[config.mk]
export PLATFORM = sky130hd
export DESIGN_NAME = data_sram_arb
export DESIGN_NICKNAME = d
export VERILOG_FILES = /design/src/rtl/data_sram_arb.sv
export SDC_FILE = /design/constraint.sdc
export NUM_CORES = 1
export LEC_CHECK = 0
export CAP_MARGIN = 10
export CORE_AREA = 2 2 231 233
export CTS_CLUSTER_DIAMETER = 60
export CTS_CLUSTER_SIZE = 25
export DETAILED_ROUTE_END_ITERATION = 8
export DIE_AREA = 0 0 233 235
export PLACE_DENSITY_LB_ADDON = 0.15
export SETUP_SLACK_MARGIN = 0.3
export SYNTH_ARGS = -nofsm -noshare
export SYNTH_HDL_FRONTEND = slang
export SYNTH_SLANG_ARGS = --single-unit
[constraint.sdc]
create_clock -name clk -period 1.45 [get_ports clk]
set_input_delay 0.145 -clock clk [delete_from_list [all_inputs] [get_ports clk]]
set_output_delay 0.145 -clock clk [all_outputs]
set_load 0.02 [all_outputs]
[src/rtl/data_sram_arb.sv]
// data_sram_arb: two-port arbiter/sequencer sharing the single-ported data SRAM.
// Latency: grant is combinational; read data returned on mN_rvalid two cycles after grant.
// Backpressure: a port holding an unconsumed response (RESP) is not granted until mN_rready.
//
// Ports (N = 0 load/store unit, N = 1 debug/DMA):
//   clk, resetn          - rising-edge clock, synchronous active-low reset
//   mN_req/wen/addr/wdata - access request from port N (write when wen = 1)
//   mN_gnt               - combinational accept for the current cycle
//   mN_rvalid/rdata/rready - per-port read response register with valid/ready handshake
//   data_sram_*          - SRAM enable, write enable, address, write data and read data
//
// Build option: define DATA_SRAM_ARB_RR_EN for round-robin arbitration between
// simultaneously eligible ports; otherwise port 0 has fixed priority.
module data_sram_arb #(
    parameter int AW = 64,
    parameter int DW = 64
) (
    input  logic          clk,
    input  logic          resetn,

    input  logic          m0_req,
    input  logic          m0_wen,
    input  logic [AW-1:0] m0_addr,
    input  logic [DW-1:0] m0_wdata,
    output logic          m0_gnt,
    output logic          m0_rvalid,
    output logic [DW-1:0] m0_rdata,
    input  logic          m0_rready,

    input  logic          m1_req,
    input  logic          m1_wen,
    input  logic [AW-1:0] m1_addr,
    input  logic [DW-1:0] m1_wdata,
    output logic          m1_gnt,
    output logic          m1_rvalid,
    output logic [DW-1:0] m1_rdata,
    input  logic          m1_rready,

    output logic          data_sram_en,
    output logic          data_sram_wen,
    output logic [AW-1:0] data_sram_addr,
    output logic [DW-1:0] data_sram_wdata,
    input  logic [DW-1:0] data_sram_rdata
);

    typedef enum logic [1:0] {
        FREE     = 2'd0,
        INFLIGHT = 2'd1,
        RESP     = 2'd2
    } state_t;

    state_t          st0_q, st0_d;
    state_t          st1_q, st1_d;
    logic            last_q, last_d;
    logic [DW-1:0]   rdata0_q, rdata0_d;
    logic [DW-1:0]   rdata1_q, rdata1_d;

    logic            elig0, elig1;
    logic            gnt0, gnt1;

    // Per-port sequencing: only a granted read leaves FREE; writes are fire-and-forget.
    function automatic state_t next_state(input state_t st, input logic gnt,
                                          input logic wen, input logic rready);
        state_t nxt;
        nxt = st;
        case (st)
            FREE:     if (gnt && !wen) nxt = INFLIGHT;
            INFLIGHT: nxt = RESP;
            RESP:     if (rready) nxt = FREE;
            default:  nxt = FREE;
        endcase
        return nxt;
    endfunction

    // Arbitration. A port in RESP stays ineligible for the cycle its response is
    // consumed, so it can never be granted while its response register is occupied.
    always_comb begin
        elig0 = m0_req && (st0_q == FREE);
        elig1 = m1_req && (st1_q == FREE);
`ifdef DATA_SRAM_ARB_RR_EN
        // Contention goes to the port that was not granted most recently.
        gnt0  = elig0 && (!elig1 || last_q);
        gnt1  = elig1 && (!elig0 || !last_q);
`else
        gnt0  = elig0;
        gnt1  = elig1 && !elig0;
`endif
        // Every combinational output is forced low while reset is held.
        gnt0  = gnt0 && resetn;
        gnt1  = gnt1 && resetn;
    end

    assign m0_gnt = gnt0;
    assign m1_gnt = gnt1;

    // SRAM drive: idle cycles present a clean all-zero command.
    always_comb begin
        data_sram_en    = 1'b0;
        data_sram_wen   = 1'b0;
        data_sram_addr  = '0;
        data_sram_wdata = '0;
        if (gnt0) begin
            data_sram_en    = 1'b1;
            data_sram_wen   = m0_wen;
            data_sram_addr  = m0_addr;
            data_sram_wdata = m0_wdata;
        end else if (gnt1) begin
            data_sram_en    = 1'b1;
            data_sram_wen   = m1_wen;
            data_sram_addr  = m1_addr;
            data_sram_wdata = m1_wdata;
        end
    end

    // Next state. The capture in INFLIGHT uses the read issued in the previous
    // cycle, so a concurrent access by the other port does not disturb it.
    always_comb begin
        st0_d    = next_state(st0_q, gnt0, m0_wen, m0_rready);
        st1_d    = next_state(st1_q, gnt1, m1_wen, m1_rready);
        rdata0_d = (st0_q == INFLIGHT) ? data_sram_rdata : rdata0_q;
        rdata1_d = (st1_q == INFLIGHT) ? data_sram_rdata : rdata1_q;
        last_d   = last_q;
        if (gnt1) begin
            last_d = 1'b1;
        end else if (gnt0) begin
            last_d = 1'b0;
        end
    end

    always_ff @(posedge clk) begin
        if (!resetn) begin
            st0_q    <= FREE;
            st1_q    <= FREE;
            last_q   <= 1'b1;
            rdata0_q <= '0;
            rdata1_q <= '0;
        end else begin
            st0_q    <= st0_d;
            st1_q    <= st1_d;
            last_q   <= last_d;
            rdata0_q <= rdata0_d;
            rdata1_q <= rdata1_d;
        end
    end

    assign m0_rvalid = resetn && (st0_q == RESP);
    assign m1_rvalid = resetn && (st1_q == RESP);
    assign m0_rdata  = rdata0_q;
    assign m1_rdata  = rdata1_q;

endmodule
==> metrics.yaml <==
layout:
  seq_area_um2: 2653
  stdcell_area_um2: 15100
  layout-drive-gt1-share_pct: 44.52
  multi_input_area_um2: 3956
  nets: 1701
  final.fill_count: 5612
  syn2layout_area_growth_pct: 137.6
synthesis:
  synthesis.nets: 1078
  yosysSeqAreaShare_pct: 41.57
  yosysMostFrequentCell: "nand2_1"
  synth_area_leaders: "dfxtp_1, a32o_1, nand2_1"
  synth_ff_type: "dfxtp_1"
  syn_area_per_cell_um2: 8.475
  synth_area_um2: 6356
  yosys.area.top_type: "dfxtp_1"
  yosys_warnings: 0
  async_reset_ff_share_pct: 0
  netlist.area_leader.share_pct: 41.57
  ys_top_cells_by_count: "nand2_1, dfxtp_1, a32o_1"
  synth_edf_count: 0
  synth_cell_types: 18
  synth_cells: 750
  ys_seq_elements: 132
floorplan:
  die_area_um2: 54760
  fp.dieW_um: 233
  start_util_pct: 12.17
  io-pin-count: 590
  num_rows: 84
  die_h_um: 235
  core_um2: 52240
timing:
  fin_ws_ns: -0.7723
  fmax_ghz: 0.4500
  timing.slew.headroom_pct: 69.40
  period_needed_ns: 2.222
  fin_worst_skew_ns: 0.01103
  hold_slack_ns: 0.2077
  setup_violations: 134
  rsz0062_at_grt: "yes"
  hold_viol_final: 0
  tightest_slew_ns: 0.4590
  fin_crit_sh_pct: 153.3
  drv_slew: 0
critical_path:
  crit_path_cell_trace: "nor3b_4 > buf_6 > buf_8 > buf_16 > buf_4 > a32o_2 > buf_12"
  max_stage_delay_ns: 0.36
  slowest_stage: "dfxtp_4"
  cp-start-kind: "flop"
  required_ns: 1.31
  critPathMaxFanout: 11
  worst-path-buf-inv: 5
  end_kind: "output pin"
  cp_top_family: "buffers and inverters"
  cp.arrival_ns: 2.08
  path_class: "reg2out"
clock_network:
  clock_latency_ns: 0.45
  cts.sinks: 132
  cts_root_buf: "clkbuf_16"
  cts_tree: "built"
  clkTransAtPathRegs_ns: 0.06
  clockBufferDepth: 2
  cts_max_level: 4
  numCtsBuffers: 17
  cts_hold_buffers: 0
global_route:
  grtUsageTotal_pct: 19.61
  grt_pass1_wl_um: 74290
  grt_overflow: 0
  grt_pass1_vias: 8779
  grt_max_degree: 88
  antenna_found_initial: 23
outcome:
  violations: "setup timing"
  outcome: "finished with violations"
routing:
  drc: 0
  drt-vias-per-instance: 4.163
  routed_wl_um: 56550
  drt_iter0_drc: 369
  drtAntennaViolNets: 0
  dr.pass1.iters: 4
  dr_total_vias: 8655
  routedWlPerCell_um: 27.20
place:
  place_area_um2: 13520
  io_buffers: 589
  dpl.hpwl_um: 41870
  routabilityCongestion: 0.8840
  dp_slack_ns: -0.9585
hold_path:
  hold_class: "in2reg"
power_and_ir_drop:
  p_leak_nw: 6.743
  power_density_nw_per_um2: 788.1
  power.total_mw: 11.90
  peakVddDrop_uv: 799.7
flow_run:
  maxCapViolCount: 0
-- layout by cell type (no fill, tap or decap), drive strengths merged, types with 3 or more instances in the layout --
cell,n
a21boi,128
a32o,129
buf,351
clkbuf,28
clkdlybuf4s50,326
clkinv,6
dfxtp,132
diode,5
inv,5
nand2,258
nor2,4
nor2b,3
-- logic make-up after synthesis --
family	synth area share [%]
and+or+nand+nor	16.89
buffers and inverters	5.906
AOI/OAI and AO/OA	35.63
DFF	41.57
-- repair_timing --
action | CTS | global route
gates cloned | 19 | 9
pin swaps | 15 | 83
buffers inserted | 22 | 12
hold endpoints to repair | 0 | 0
resized for setup | 1192 | 180
endpoints found under the setup margin | 393 | 281
-- flip-flops by register name, indices dropped and copies added (netlist names) --
signal and flops:
st0_q 2, m0_rdata 64, m1_rdata 64, st1_q 2
-- worst min-delay path: cells and delay by family --
| kind | cells | cell delay [ns] |
|---|---|---|
| AOI/OAI and AO/OA | 1 | 0.13 |
| buffers and inverters | 2 | 0.33 |
-- where the power goes --
part	internal, mW	total (mW)	switching, mW	leakage (nW)
sequential	3.71	3.76	0.0486	1.07
combinational	2.00	3.68	1.68	5.38
clock	2.59	4.46	1.87	0.289
total	8.31	11.9	3.59	6.74
-- final timing paths --
path         depth (start not counted)             endpoint  slack (ns)         start
max                                  7  data_sram_wdata[51]       -0.77      st0_q[0]
min                                  3             st0_q[1]        0.21        resetn
max reg2reg                          7             st0_q[0]       -0.01      st0_q[0]
min reg2reg                          2         m0_rdata[34]        0.45  m0_rdata[34]
-- final cells by class --
type | count | area share (%)
clock buffer | 18 | 2.908
timing repair buffer | 689 | 46.52
inverter | 1 | 0.02486
sequential | 132 | 17.57
antenna | 5 | 0.08286
tap | 688 | 5.701
multi-input combinational | 532 | 26.20
clock inverter | 14 | 0.9943
-- per-stage QoR --
stage               TNS (ns)  util (%)  cells
floorplan                  0         -    750
global placement     -115.06     25.88   1980
detailed placement   -116.67     25.88   1980
CTS                   -91.13     27.23   2053
global route          -94.33     28.90   2078
finish                -86.99     28.91   2079
-- routing by layer --
metal	vias to the layer above	part of all wire, %	track usage [%]
met1	4214	39	22.42
li1	3998	-	-
met2	379	52	35.65
met4	2	1.6	4.883
met3	62	7.0	5.352
met5	-	0.023	0
Note: power is estimated with default switching activity, not from simulation.
